File: src/rtl/io_bus_fabric.sv
// io_bus_fabric
// Shared device-bus interconnect for M masters and S slaves. Requesters are
// served one at a time in round-robin order. The granted request is decoded
// against per-slave base/mask windows and driven onto registered slave-side
// signals. The fabric then waits for the selected slave's ack, or for a
// bounded timeout, and returns a one-cycle ack/err/rdata to the master.
//
// Ports
//   clk, rst          clock; synchronous active-high reset
//   m_req/m_we        per-master request / write enable      [M]
//   m_addr/m_ctrl     per-master address / ctrl, flattened   [M*AW] / [M*CW]
//   m_wd              per-master write data, flattened       [M*DW]
//   m_ack/m_err       one-cycle completion pulse / error flag [M]
//   m_rd              shared read data, valid with m_ack     [DW]
//   s_sel             one-hot slave select, held for access  [S]
//   s_we/s_addr/s_ctrl/s_wd  registered request fields
//   s_ack             per-slave completion                   [S]
//   s_rd              per-slave read data, flattened         [S*DW]
//
// state  | meaning
// IDLE   | arbitrate, latch request, decode; miss goes straight to RESP
// ACCESS | slave selected; waiting for its ack or the timeout
// RESP   | m_ack/m_err/m_rd presented for one cycle; advance rr_ptr
module io_bus_fabric #(
  parameter int M = 2,
  parameter int S = 4,
  parameter int AW = 32,
  parameter int DW = 32,
  parameter int CW = 3,
  parameter logic [S*AW-1:0] SLV_BASE = '0,
  parameter logic [S*AW-1:0] SLV_MASK = '0,
  parameter int TIMEOUT = 255
) (
  input  logic            clk,
  input  logic            rst,
  input  logic [M-1:0]    m_req,
  input  logic [M-1:0]    m_we,
  input  logic [M*AW-1:0] m_addr,
  input  logic [M*CW-1:0] m_ctrl,
  input  logic [M*DW-1:0] m_wd,
  output logic [M-1:0]    m_ack,
  output logic [M-1:0]    m_err,
  output logic [DW-1:0]   m_rd,
  output logic [S-1:0]    s_sel,
  output logic            s_we,
  output logic [AW-1:0]   s_addr,
  output logic [CW-1:0]   s_ctrl,
  output logic [DW-1:0]   s_wd,
  input  logic [S-1:0]    s_ack,
  input  logic [S*DW-1:0] s_rd
);

  localparam int GW = (M > 1) ? $clog2(M) : 1;
  // The counter only has to reach TIMEOUT-1. With TIMEOUT = 0 it is a
  // 1-bit saturating counter that never terminates the access.
  localparam int TW = (TIMEOUT > 1) ? $clog2(TIMEOUT) : 1;
  localparam logic [TW-1:0] CNT_TC = (TIMEOUT > 0) ? TW'(TIMEOUT - 1) : '0;

  typedef enum logic [1:0] {IDLE, ACCESS, RESP} state_t;

  state_t          state_q, state_d;
  logic [GW-1:0]   rr_q, rr_d;
  logic [GW-1:0]   gnt_q, gnt_d;
  logic [TW-1:0]   cnt_q, cnt_d;
  logic [S-1:0]    sel_q, sel_d;
  logic            we_q, we_d;
  logic [AW-1:0]   addr_q, addr_d;
  logic [CW-1:0]   ctrl_q, ctrl_d;
  logic [DW-1:0]   wd_q, wd_d;
  logic [M-1:0]    ack_q, ack_d;
  logic [M-1:0]    err_q, err_d;
  logic [DW-1:0]   rd_q, rd_d;

  // arbitration result
  logic            found;
  int              arb_j;
  logic [GW-1:0]   pick;
  logic            p_we;
  logic [AW-1:0]   p_addr;
  logic [CW-1:0]   p_ctrl;
  logic [DW-1:0]   p_wd;

  // decode result
  logic            hit_any;
  logic [S-1:0]    hit_oh;

  // selected-slave response
  logic            ack_sel;
  logic [DW-1:0]   rd_sel;

  // Scan upward from rr_q with wrap; the first requester found wins.
  always_comb begin
    found  = 1'b0;
    arb_j  = 0;
    pick   = '0;
    p_we   = 1'b0;
    p_addr = '0;
    p_ctrl = '0;
    p_wd   = '0;
    for (int k = 0; k < M; k++) begin
      arb_j = int'(rr_q) + k;
      if (arb_j >= M) arb_j = arb_j - M;
      if (!found && m_req[arb_j]) begin
        found  = 1'b1;
        pick   = GW'(arb_j);
        p_we   = m_we[arb_j];
        p_addr = m_addr[arb_j*AW +: AW];
        p_ctrl = m_ctrl[arb_j*CW +: CW];
        p_wd   = m_wd[arb_j*DW +: DW];
      end
    end
  end

  // Scanning downward lets the lowest-index hit overwrite higher ones.
  always_comb begin
    hit_any = 1'b0;
    hit_oh  = '0;
    for (int i = S - 1; i >= 0; i--) begin
      if ((p_addr & SLV_MASK[i*AW +: AW]) == SLV_BASE[i*AW +: AW]) begin
        hit_any   = 1'b1;
        hit_oh    = '0;
        hit_oh[i] = 1'b1;
      end
    end
  end

  // Only the selected slave's ack and read data are honoured.
  always_comb begin
    ack_sel = |(s_ack & sel_q);
    rd_sel  = '0;
    for (int i = 0; i < S; i++) begin
      if (sel_q[i]) rd_sel = rd_sel | s_rd[i*DW +: DW];
    end
  end

  always_comb begin
    state_d = state_q;
    rr_d    = rr_q;
    gnt_d   = gnt_q;
    cnt_d   = cnt_q;
    sel_d   = sel_q;
    we_d    = we_q;
    addr_d  = addr_q;
    ctrl_d  = ctrl_q;
    wd_d    = wd_q;
    ack_d   = '0;
    err_d   = '0;
    rd_d    = '0;

    case (state_q)
      IDLE: begin
        if (found) begin
          gnt_d  = pick;
          we_d   = p_we;
          addr_d = p_addr;
          ctrl_d = p_ctrl;
          wd_d   = p_wd;
          if (hit_any) begin
            sel_d   = hit_oh;
            cnt_d   = '0;
            state_d = ACCESS;
          end else begin
            ack_d[pick] = 1'b1;
            err_d[pick] = 1'b1;
            state_d     = RESP;
          end
        end
      end

      ACCESS: begin
        if (ack_sel) begin
          ack_d[gnt_q] = 1'b1;
          rd_d         = we_q ? '0 : rd_sel;
          sel_d        = '0;
          state_d      = RESP;
        end else if ((TIMEOUT != 0) && (cnt_q == CNT_TC)) begin
          ack_d[gnt_q] = 1'b1;
          err_d[gnt_q] = 1'b1;
          sel_d        = '0;
          state_d      = RESP;
        end else if (cnt_q != '1) begin
          cnt_d = cnt_q + 1'b1;
        end
      end

      RESP: begin
        rr_d    = (gnt_q == GW'(M - 1)) ? '0 : gnt_q + 1'b1;
        state_d = IDLE;
      end

      default: state_d = IDLE;
    endcase
  end

  always_ff @(posedge clk) begin
    if (rst) begin
      state_q <= IDLE;
      rr_q    <= '0;
      gnt_q   <= '0;
      cnt_q   <= '0;
      sel_q   <= '0;
      we_q    <= 1'b0;
      addr_q  <= '0;
      ctrl_q  <= '0;
      wd_q    <= '0;
      ack_q   <= '0;
      err_q   <= '0;
      rd_q    <= '0;
    end else begin
      state_q <= state_d;
      rr_q    <= rr_d;
      gnt_q   <= gnt_d;
      cnt_q   <= cnt_d;
      sel_q   <= sel_d;
      we_q    <= we_d;
      addr_q  <= addr_d;
      ctrl_q  <= ctrl_d;
      wd_q    <= wd_d;
      ack_q   <= ack_d;
      err_q   <= err_d;
      rd_q    <= rd_d;
    end
  end

  assign m_ack  = ack_q;
  assign m_err  = err_q;
  assign m_rd   = rd_q;
  assign s_sel  = sel_q;
  assign s_we   = we_q;
  assign s_addr = addr_q;
  assign s_ctrl = ctrl_q;
  assign s_wd   = wd_q;

endmodule

File: config.mk
export PLATFORM = sky130hd
export DESIGN_NAME = io_bus_fabric
export DESIGN_NICKNAME = d
export VERILOG_FILES = /design/src/rtl/io_bus_fabric.sv
export SDC_FILE = /design/constraint.sdc
export NUM_CORES = 1
export LEC_CHECK = 0
export CAP_MARGIN = 20
export CORE_AREA = 2 2 149 151
export DETAILED_ROUTE_END_ITERATION = 10
export DIE_AREA = 0 0 151 153
export HOLD_SLACK_MARGIN = 0.03
export SLEW_MARGIN = 5
export SYNTH_ARGS = -nofsm -noshare
export SYNTH_HDL_FRONTEND = slang
export SYNTH_SLANG_ARGS = --single-unit
export TNS_END_PERCENT = 50
File: constraint.sdc
create_clock -name clk -period 1.8 [get_ports clk]
set_clock_uncertainty 0.05 [all_clocks]
set_input_delay 0.36 -clock clk [delete_from_list [all_inputs] [get_ports clk]]
set_output_delay 0.36 -clock clk [all_outputs]
set_load 0.01 [all_outputs]
Word level (Yosys, flattened, before mapping)
Index checks and enable logic that the tools add are counted.
{"block": "word_totals", "regBits": 120}
{"block": "classes", "addsub": 5, "multipliers": 2, "order_cmp": 6, "eq_ne": 9, "shifts": 6, "mux": 48, "bitwise_logic": 6, "n_reduce_logical": 13}
{"operator": "2-to-1 mux 32 bit", "n": 10}
{"operator": "variable part select 64 x 32 -> 32 bit", "n": 4}
{"operator": "bitwise OR 32 bit", "n": 3}
{"operator": "< comparator 32 x 3 -> 1 bit, second input constant", "n": 2}
{"operator": "multiplier 32 x 3 -> 32 bit, second input constant", "n": 2}
{"operator": "variable part select 6 x 32 -> 3 bit", "n": 2}
{"operator": "2-to-1 mux 8 bit", "n": 4}
{"operator": "2-to-1 mux 1 bit", "n": 20}
{"operator": "one-hot mux 8 bit (2 select lines)", "n": 1}
{"operator": "2-to-1 mux 4 bit", "n": 3}
{"operator": "2-to-1 mux 2 bit", "n": 5}
{"operator": "adder 8 x 1 -> 8 bit, second input constant", "n": 1}
{"operator": "== test 8 bit, second input constant", "n": 1}
{"operator": "inequality test 2 bit, second input constant", "n": 4}
{"operator": "inequality test 8 bit, second input constant", "n": 1}
{"operator": "one-hot mux 4 bit (2 select lines)", "n": 1}
{"operator": "OR reduction 4 bit", "n": 2}
{"operator": "2-to-1 mux 3 bit", "n": 2}
{"operator": "OR reduction 6 bit", "n": 1}
{"operator": "AND reduction 5 bit", "n": 1}
{"operator": "AND 4 bit", "n": 1}
{"operator": "one-hot mux 2 bit (2 select lines)", "n": 1}
{"operator": "AND reduction 2 bit", "n": 2}
{"operator": "inequality test 3 bit, second input constant", "n": 1}
{"operator": "18 further kinds", "n": 20}

Depth between registers and ports, before layout
{"block": "logic_depth", "depth_word": 11, "mapped_depth": 6, "mapped_depth_nobuf": 5}

Worst setup path before layout
Ideal clock, no wire load.
{"block": "synth_timing", "path_type": "in2reg", "from": "input port rst", "to": "register rd_q[10], in the netlist m_rd[10]", "setup_ns": 0.059, "t_arrival_ns": 1.459, "path_slack_ns": 0.232, "cell_stages": 6, "path_cell_list": "buf_6 or3b_1 buf_2 nor3_4 buf_6 and2_1"}
{"block": "synth_between", "elab_chain_cells": 1}
{"item": "start, declared", "line_no": "35", "text": "input logic rst,"}
{"item": "OR reduction 4 bit (no line)"}
{"item": "end signal, assigned", "line_no": "221", "text": "rd_q <= rd_d;"}
{"item": "end, declared", "line_no": "72", "text": "logic [DW-1:0] rd_q, rd_d;"}
No other way between the ends.
A chain may end at the register's enable or synchronous reset.

Worst setup path after layout
{"block": "layout_timing", "from": "register wd_q[27], in the netlist s_wd[27]", "to": "output port s_wd[27]"}
{"item": "start, declared", "line_no": "69", "text": "logic [DW-1:0] wd_q, wd_d;"}
{"item": "start signal, assigned", "line_no": "218", "text": "wd_q <= wd_d;"}
{"item": "end, declared", "line_no": "48", "text": "output logic [DW-1:0] s_wd,"}
No word-level cell between the ends.

==> reports/metrics.cfg <==
[power]
seqPwrFrac_pct = 34.8
p_total_mw = 8.30
peakVddDrop_mv = 0.414
clkPwrFrac_pct = 46.2
p_sw_share_pct = 24.8
p_switching_mw = 2.06
p_leak_nw = 3.14
internal_power_mw = 6.25
comb_power_share_pct = 19.0
cellPowerDensity_nw_per_um2 = 988

[synthesis]
ys_async_sr_fraction_pct = 0
synth_fa_ha_area_share_pct = 0.559
muxShareOfSynthArea_pct = 0
synth_top_area_share_pct = 52.3
synth_xor_xnor_area_share_pct = 0
netlist_top_cells_area = dfxtp_1 52%, a211oi_1 12%, o22ai_1 9.5%, nor2_1 6.5%, and2_1 4.7%
synth_ff_type = dfxtp_1
synth_compound_area_share_pct = 26.0
synth_warnings = 0
ys_seq_area_share_pct = 52.3
ys_types = 42
syn_area_per_cell_um2 = 9.33
synth_top_family_by_area = compound AO/OA/AOI/OAI gates
ys_ff_latch = 117
synthCells = 480
synthesis.area_um2 = 4480
synthSimpleGateAreaFrac_pct = 15.5
yosysTopAreaCell = dfxtp_1
synth_edf_count = 0

[sta]
fin_crit_sh_pct = 96.4
rsz0062_at_grt = false
hold_viol = 0
fmax_mhz = 576
setup_violations = 0
hold_ws_ps = 426
fin_setup_tns_ps = 0
layout_min_cycle_time_ps = 1740
maxSlewViolCount = 0

[die]
die_area_um2 = 23100
start_util_pct = 20.8
num_rows = 54
die-width_um = 151
boundaryPins = 380
fp.dieH_um = 153
coreArea_um2 = 21500

[route]
routedWlPerCell_um = 15.2
drtIter0Drc = 221
wirelength_um = 16000
ant_nets = 0
drc = 0
vias_per_cell = 4.44
vias = 4678
firstDrtPassIters = 4

[global_routing]
use_met1_pct = 15.9
globalRouteOverflowTotal = 0
gr-usage-all-layers_pct = 13.5
antenna_found_initial = 1
grt_pass1_wl_um = 24400
grt_max_degree = 80
met2_usage_pct = 22.2
gr-usage-met3_pct = 4.30
grt_pass1_vias = 4566
grt.busiest_layer = met2

[clock_tree]
cts_sinks = 117
h-tree-depth = 4
path_clk_slew_ps = 60
clockBufferDepth = 2
clock_latency_ps = 410
ctsHoldBuffers = 0
cts_tree = done
cts_root_buf = clkbuf_16
numCtsBuffers = 17
cts_setup_buffers = 0

[layout]
fillCellCount = 2210
syn_to_final_growth_pct = 87.8
fin_nets = 1034
drive_above_1_share_pct = 9.06

[place]
hpwl_um = 11500
gp_congestion = 0.761
io_buffer_count = 277

[hold_path]
hp-class = input port to flip-flop

[critical_path]
start_kind = flip-flop
path_buf_inv = 1
required_ps = 1390
worst-path-max-fanout = 2
critPathSlowestCell = clkdlybuf4s50_1
crit_family = buffers and inverters
path_cells = clkdlybuf4s50_1
critical_path_class = flip-flop to output pin
arrival_ps = 1330
crit_path_max_incr_delay_ps = 590
end_kind = output pin

[job]
drv_cap = 0

[outcome]
status = finished clean

==> Yosys cell counts (2+ instances only) <==
| library cell | number |
|---|---|
| ha_1 | 2 |
| o31ai_1 | 3 |
| nor3_1 | 2 |
| o21ai_0 | 3 |
| buf_6 | 4 |
| nor2b_1 | 4 |
| inv_1 | 4 |
| o21ai_1 | 2 |
| nand3_1 | 2 |
| o22ai_1 | 68 |
| a21o_1 | 2 |
| buf_2 | 10 |
| a211oi_1 | 70 |
| and2_1 | 34 |
| clkbuf_1 | 27 |
| nor2_1 | 77 |
| a31oi_1 | 4 |
| buf_1 | 2 |
| dfxtp_1 | 117 |
| a2bb2oi_1 | 2 |
| and3_1 | 6 |
| nand2_1 | 6 |
| a21oi_1 | 5 |
| buf_4 | 4 |
| nand4_1 | 3 |
==> path summary, 6_finish.rpt <==
| check | slack (ps) | cells past startpoint | endpoint | start |
|---|---|---|---|---|
| setup / recovery | 60 | 1 | s_wd[27] | s_wd[27] |
| hold reg to reg | 450 | 2 | s_wd[15] | s_wd[15] |
| setup reg to reg | 170 | 5 | cnt_q[4] | cnt_q[0] |
| hold / removal | 430 | 3 | state_q[0] | rst |
==> what timing repair did <==
| action | CTS | global route |
|---|---|---|
| endpoints found under the hold margin | 0 | 0 |
| cloned | 0 | 0 |
| endpoints found under the setup margin | 2 | 6 |
| gates resized for setup | 3 | 1 |
==> routing by layer <==
layer / wire length, um / share of wire [%]
met1: 6770 / 42
met2: 7460 / 47
met3: 1250 / 7.8
met4: 503 / 3.1
met5: 0 / 0
==> registers in the layout (all words and copies together), names as in the netlist <==
name and flops:
m_rd 32, s_sel 1, s_wd 32, s_we 1
cnt_q 8, rr_q 1, gnt_q 1, m_err 2
s_ctrl 3, s_addr 32, m_ack 2, state_q 2
==> power groups by stage <==
stage          logic [mW]  clock network, mW  registers, mW
6_report             1.58               3.84           2.89
5_1_grt              1.69               4.08           2.91
4_1_cts              1.59               3.97           2.89
3_5_place_dp         1.59                  0           2.94
3_3_place_gp         1.59                  0           2.93
2_1_floorplan       0.519                  0           3.02
==> stage by stage <==
step	utilization (%)	std cells	worst slack (ps)	instance area (um2)
6_report	39.1	1054	64.2	8410
5_1_grt	39.1	1054	11.6	8410
4_1_cts	39.1	1053	17.3	8400
3_5_place_dp	36.0	1021	-199	7730
3_3_place_gp	36.0	1021	-184	7730
2_1_floorplan	-	482	232	4490
==> cell families after synthesis <==
logic type,count (synthesis)
compound gates,167
simple gates,142
flops,117
buf+inv,51
fa+ha+maj,2
other cells,1
==> cells in the final DEF, fill, tap and decap left out, drive strengths merged, types with 3 or more instances in the layout <==
cell	count
a211oi	70
a21oi	5
a31oi	4
and2	34
and3	6
buf	30
bufinv	5
clkbuf	19
clkdlybuf4s50	274
conb	3
dfxtp	117
inv	8
nand2	6
nand4	3
nor2	78
nor2b	4
nor3	3
o21ai	6
o22ai	69
o31ai	3
==> worst min-delay path: cells and delay by family <==
family        cells  cell delay [ps]
buf+inv           2              350
simple gates      1              130
==> cell type report <==
type | instances | area [um2] | area share, %
diodes | 1 | 2.50 | 0.0298
clock buffers | 19 | 453 | 5.39
clock inverters | 13 | 218 | 2.59
inverters | 4 | 15.0 | 0.179
multi-input cells | 314 | 1920 | 22.8
flip-flops and latches | 117 | 2340 | 27.9
well taps | 280 | 350 | 4.17
repair buffers | 306 | 3110 | 37.0
No activity file was read; power rests on OpenSTA's default activity.
